--- src/rtl/pipelined_control_unit.sv ---
// Main control for a 5-stage RISC-V pipeline: ID-stage decode, load-use stall,
// branch flush, and per-stage control registers for ID/EX, EX/MEM and MEM/WB.
module pipelined_control_unit #(
  parameter int unsigned REG_ADDR_W  = 5,
  parameter int unsigned ALUOP_W     = 2,
  parameter int unsigned EN_JUMP     = 1,
  parameter int unsigned ALU_I_FUNCT = 0
) (
  input  logic                  clk,
  input  logic                  rst_n,
  input  logic [6:0]            id_opcode,
  input  logic [REG_ADDR_W-1:0] id_rd,
  input  logic [REG_ADDR_W-1:0] id_rs1,
  input  logic [REG_ADDR_W-1:0] id_rs2,
  input  logic                  flush_i,
  output logic                  stall_o,
  output logic                  ex_alu_src,
  output logic [ALUOP_W-1:0]    ex_alu_op,
  output logic [REG_ADDR_W-1:0] ex_rd,
  output logic                  mem_branch,
  output logic                  mem_jump,
  output logic                  mem_read,
  output logic                  mem_write,
  output logic [REG_ADDR_W-1:0] mem_rd,
  output logic                  wb_reg_write,
  output logic [1:0]            wb_sel,
  output logic [REG_ADDR_W-1:0] wb_rd,
  output logic                  illegal_o
);

  typedef struct packed {
    logic                  alu_src;
    logic [ALUOP_W-1:0]    alu_op;
    logic                  branch;
    logic                  jump;
    logic                  mem_read;
    logic                  mem_write;
    logic                  reg_write;
    logic [1:0]            wb_sel;
    logic [REG_ADDR_W-1:0] rd;
  } ex_ctrl_t;

  typedef struct packed {
    logic                  branch;
    logic                  jump;
    logic                  mem_read;
    logic                  mem_write;
    logic                  reg_write;
    logic [1:0]            wb_sel;
    logic [REG_ADDR_W-1:0] rd;
  } mem_ctrl_t;

  typedef struct packed {
    logic                  reg_write;
    logic [1:0]            wb_sel;
    logic [REG_ADDR_W-1:0] rd;
  } wb_ctrl_t;

  ex_ctrl_t  dec;
  ex_ctrl_t  id_ex;
  mem_ctrl_t ex_mem;
  wb_ctrl_t  mem_wb;
  logic      dec_illegal;
  logic      use_rs1;
  logic      use_rs2;
  logic      hazard;
  logic      bubble_id;
  logic      illegal_q;

  always_comb begin
    dec         = '0;
    dec_illegal = 1'b0;
    use_rs1     = 1'b0;
    use_rs2     = 1'b0;
    case (id_opcode)
      7'b0110011: begin
        dec.alu_op = ALUOP_W'(2'b10); dec.reg_write = 1'b1;
        use_rs1 = 1'b1; use_rs2 = 1'b1;
      end
      7'b0000011: begin
        dec.alu_src = 1'b1; dec.mem_read = 1'b1; dec.reg_write = 1'b1;
        dec.wb_sel = 2'b01; use_rs1 = 1'b1;
      end
      7'b0010011: begin
        dec.alu_src = 1'b1; dec.reg_write = 1'b1; use_rs1 = 1'b1;
        dec.alu_op  = (ALU_I_FUNCT != 0) ? ALUOP_W'(2'b11) : ALUOP_W'(2'b00);
      end
      7'b0100011: begin
        dec.alu_src = 1'b1; dec.mem_write = 1'b1;
        use_rs1 = 1'b1; use_rs2 = 1'b1;
      end
      7'b1100011: begin
        dec.alu_op = ALUOP_W'(2'b01); dec.branch = 1'b1;
        use_rs1 = 1'b1; use_rs2 = 1'b1;
      end
      7'b1101111: begin
        if (EN_JUMP != 0) begin
          dec.jump = 1'b1; dec.reg_write = 1'b1; dec.wb_sel = 2'b10;
        end else begin
          dec_illegal = 1'b1;
        end
      end
      7'b1100111: begin
        if (EN_JUMP != 0) begin
          dec.alu_src = 1'b1; dec.jump = 1'b1; dec.reg_write = 1'b1;
          dec.wb_sel = 2'b10; use_rs1 = 1'b1;
        end else begin
          dec_illegal = 1'b1;
        end
      end
      default: dec_illegal = 1'b1;
    endcase
    // x0 is never written, and a non-writing instruction carries rd=0 so it cannot hazard.
    if (dec.reg_write && id_rd == '0) dec.reg_write = 1'b0;
    dec.rd = dec.reg_write ? id_rd : '0;
  end

  assign hazard = id_ex.mem_read && (id_ex.rd != '0) &&
                  ((use_rs1 && id_ex.rd == id_rs1) || (use_rs2 && id_ex.rd == id_rs2));
  assign stall_o   = hazard && !flush_i;
  assign bubble_id = stall_o || flush_i;

  always_ff @(posedge clk or negedge rst_n) begin
    if (!rst_n) begin
      id_ex     <= '0;
      ex_mem    <= '0;
      mem_wb    <= '0;
      illegal_q <= 1'b0;
    end else begin
      id_ex <= bubble_id ? '0 : dec;
      if (flush_i) begin
        ex_mem <= '0;
      end else begin
        ex_mem.branch    <= id_ex.branch;
        ex_mem.jump      <= id_ex.jump;
        ex_mem.mem_read  <= id_ex.mem_read;
        ex_mem.mem_write <= id_ex.mem_write;
        ex_mem.reg_write <= id_ex.reg_write;
        ex_mem.wb_sel    <= id_ex.wb_sel;
        ex_mem.rd        <= id_ex.rd;
      end
      // The flushing branch/jump already sits in EX/MEM, so it always retires.
      mem_wb.reg_write <= ex_mem.reg_write;
      mem_wb.wb_sel    <= ex_mem.wb_sel;
      mem_wb.rd        <= ex_mem.rd;
      if (!bubble_id && dec_illegal) illegal_q <= 1'b1;
    end
  end

  assign ex_alu_src   = id_ex.alu_src;
  assign ex_alu_op    = id_ex.alu_op;
  assign ex_rd        = id_ex.rd;
  assign mem_branch   = ex_mem.branch;
  assign mem_jump     = ex_mem.jump;
  assign mem_read     = ex_mem.mem_read;
  assign mem_write    = ex_mem.mem_write;
  assign mem_rd       = ex_mem.rd;
  assign wb_reg_write = mem_wb.reg_write;
  assign wb_sel       = mem_wb.wb_sel;
  assign wb_rd        = mem_wb.rd;
  assign illegal_o    = illegal_q;

endmodule

--- config.mk ---
export PLATFORM = sky130hd
export DESIGN_NAME = pipelined_control_unit
export DESIGN_NICKNAME = d
export VERILOG_FILES = /design/src/rtl/pipelined_control_unit.sv
export SDC_FILE = /design/constraint.sdc
export NUM_CORES = 1
export LEC_CHECK = 0
export ABC_AREA = 1
export BUFFER_PORTS_ARGS = -buffer_cell sky130_fd_sc_hd__buf_2
export CORE_MARGIN = 4
export CORE_UTILIZATION = 50
export CTS_BUF_LIST = sky130_fd_sc_hd__clkbuf_8
export CTS_CLUSTER_SIZE = 8
export DETAILED_ROUTE_END_ITERATION = 10
export GPL_TIMING_DRIVEN = 1
export PLACE_DENSITY = 0.86
export SETUP_SLACK_MARGIN = 0.2
export SYNTH_ARGS = -nofsm -noshare
export SYNTH_HDL_FRONTEND = slang
export SYNTH_SLANG_ARGS = --single-unit
--- constraint.sdc ---
create_clock -name clk -period 2.2 [get_ports clk]
set_input_delay 0.33 -clock clk [delete_from_list [all_inputs] [get_ports clk]]
set_output_delay 0.33 -clock clk [all_outputs]
set_load 0.01 [all_outputs]
==> metrics <==
Placeable Area=0.002853 sq mm; Reg clk slew, reported paths=0.06 ns; Worst R2R Start=ex_rd[1]; port buffer count=51; first-pass GRT wire length=4271 um; Tot Pwr=1164 uW; crit path launch=ex_rd[1]; vias in the first global route=1,038; largest net degree at the start of global routing=35; Synth async-reset ratio=100.0%; RSZ-0062 raised after global routing=false; Initial Utilization=54.47%; Syn Std Cell Area=0.001554 sq mm; initial drt markers=31; Leakage=0.001038 uW; layout cells sized above 1=40.09%; TNS Setup=0 ns; clock period minus final worst setup slack=1.857 ns; top-count cell post-synth=dfrtp_1; Crit path largest cell delay=0.40 ns; Die Width=63.75 um; GRT overflow=0; Yosys reg bits=34; Hold Violations, Final=0; Mapped Nets=191; # setup viols final=0; I/O pins=52; largest cells by area after synthesis=dfrtp_1 55%, nand2_1 6.5%, buf_4 5.8%; DP HPWL=1973 um; Worst-Margin Slew=0.6919 ns; Req. time, crit path=1.87 ns; Slew Limit Headroom=53.87%; Syn. warnings=0; hold_buf cts=0; crit path max fanout=4; Critical Path End Type=output port; Worst Clk Skew=0.003336 ns; post-synthesis xor/xnor area fraction=2.254%; Total Routing Usage GR=13.54%; list of most frequent post-synthesis cells=34 x dfrtp_1, 27 x nand2_1, 24 x nor2_1, 23 x inv_1, 12 x buf_4; drt pass-1 iters=4; Die ar.=0.004064 sq mm; clock tree sinks=34; total wire length=2506 um; WL per Instance=10.31 um; CTS H-tree depth=2; Avg Inst Size Synth=9.361 sq um; final worst path period share=84.42%; Synth top area share=54.75%; max-slew violations=0; Max IR drop VDD=353.8 uV; DRC viols=0; CTS tree=done; Max-Cap Viols=0; Worst-Skew Late Latency=0.27 ns; Startpoint Class=register; Place WS=0.5209 ns; initial antenna violation count=0; Synth cell types=24; Clock Path Buffers=2; Min Hold Slack=0.1001 ns; cell taking the most area after synthesis=dfrtp_1; status=finished, final reports clean; site row count=19; via count=1,081; Hold Crit Class=in -> async; CP max-delay cell=dfrtp_1; final worst slack=0.3427 ns; Synth Area in Adders=0%; WS Path Type=reg -> out; EDFF count, synth=0; largest family of logic cells by synthesized area=simple AND/OR/NAND/NOR gates; antenna viol nets, final=0; cells after synthesis=166; fmax=538.4 MHz; top_reg_cell synth=dfrtp_1; vias per cell=4.449; root buf cell=clkbuf_8; CP Cell Sequence=or2_0 -> a21oi_1 -> nand3_1 -> nand2_1 -> nand2_2 -> nor2_1 -> buf_2; # diodes=0; Synth Area in Simple Gates=28.18%; TritonCTS buffer count=5; Crit path arrival time=1.53 ns; GPL Wtd Cong=0.7876; Die H=63.75 um; area delta synth->final=17.96%; fill cell count=244; register area share after synthesis=54.75%; post-synthesis compound-gate area fraction=1.208%; P per Cell Area=634.9 mW/mm^2; mux contribution to synthesized area=0%; # nets final=236
## logic make-up (layout without fill, tap and decap cells)
kind of cell           Yosys count  after routing
AND/OR/NAND/NOR                 85             85
buffers and inverters           40             86
flip-flops                      34             34
XOR/XNOR                         4              4
AO/OA/AOI/OAI                    3              3
## path summary, 6_finish.rpt
path                                     end  slack (ns)  cells past startpoint
min in group clk                    ex_rd[0]        0.29                      3
worst min register to register  wb_reg_write        0.35                      0
max in group asynchronous           id_ex[7]        1.66                      1
worst max register to register      id_ex[6]        0.71                      7
worst max-delay path                 stall_o        0.34                      7
worst min-delay path               wb_sel[0]        0.10                      1
## per-layer routing
| metal | vias to the layer above | track usage (%) | wire length [um] |
|---|---|---|---|
| met5 | - | 0 | 0 |
| met4 | 0 | 5.660 | 28 |
| met3 | 2 | 5.779 | 167 |
| met2 | 39 | 23.73 | 1272 |
| met1 | 471 | 14.25 | 1037 |
| li1 | 569 | - | - |
## worst max-delay path: cells and delay by family (launching register included)
family | cells | cell delay (ns)
compound gates | 1 | 0.14
buf+inv | 1 | 0.13
flops | 1 | 0.40
simple gates | 5 | 0.58
## stage by stage
stage	instances	instance area, sq um	utilization (%)
6_report	243	1833	64.25
5_1_grt	243	1833	64.25
4_1_cts	242	1826	63.99
3_5_place_dp	234	1734	60.79
3_3_place_gp	234	1734	60.79
2_1_floorplan	166	1554	-
## what timing repair did
item,CTS,global route
setup endpoints to repair,0,1
resized for setup,0,1
buffers inserted,0,1
## layout by cell type, fill, tap and decap left out, types with 2 or more instances in the layout
master    count
buf_2        51
dfrtp_1      34
nand2_1      27
nor2_1       24
inv_1        23
nor2_2        7
nor2_4        7
nand2_2       6
clkbuf_8      6
nand3_1       5
inv_2         3
nor3_1        3
xnor2_1       2
nand4_1       2
xor2_1        2
## area by class of cell
class / count / area (sq um) / area share (%)
Clock buffer: 6 / 82.58 / 4.505
Inverter: 26 / 97.59 / 5.324
Multi-Input combinational cell: 92 / 491.7 / 26.83
Clock inverter: 2 / 8.758 / 0.4778
Sequential cell: 34 / 850.8 / 46.42
Tap cell: 31 / 38.79 / 2.116
Timing Repair Buffer: 52 / 262.8 / 14.33
## power by group
| group | switching, uW | leakage [uW] | internal [uW] |
|---|---|---|---|
| clock network | 200 | 0.0000524 | 247 |
| registers | 1.56 | 0.000469 | 628 |
| logic | 55.1 | 0.000516 | 32.0 |
## flip-flops by register name, summed over array words and instances (netlist names), 2 cells and up
| register | count |
|---|---|
| ex_alu_op | 2 |
| ex_mem | 3 |
| ex_rd | 5 |
| id_ex | 6 |
| mem_rd | 5 |
| wb_rd | 5 |
| wb_sel | 2 |
Power figures use the tool's default switching activity.
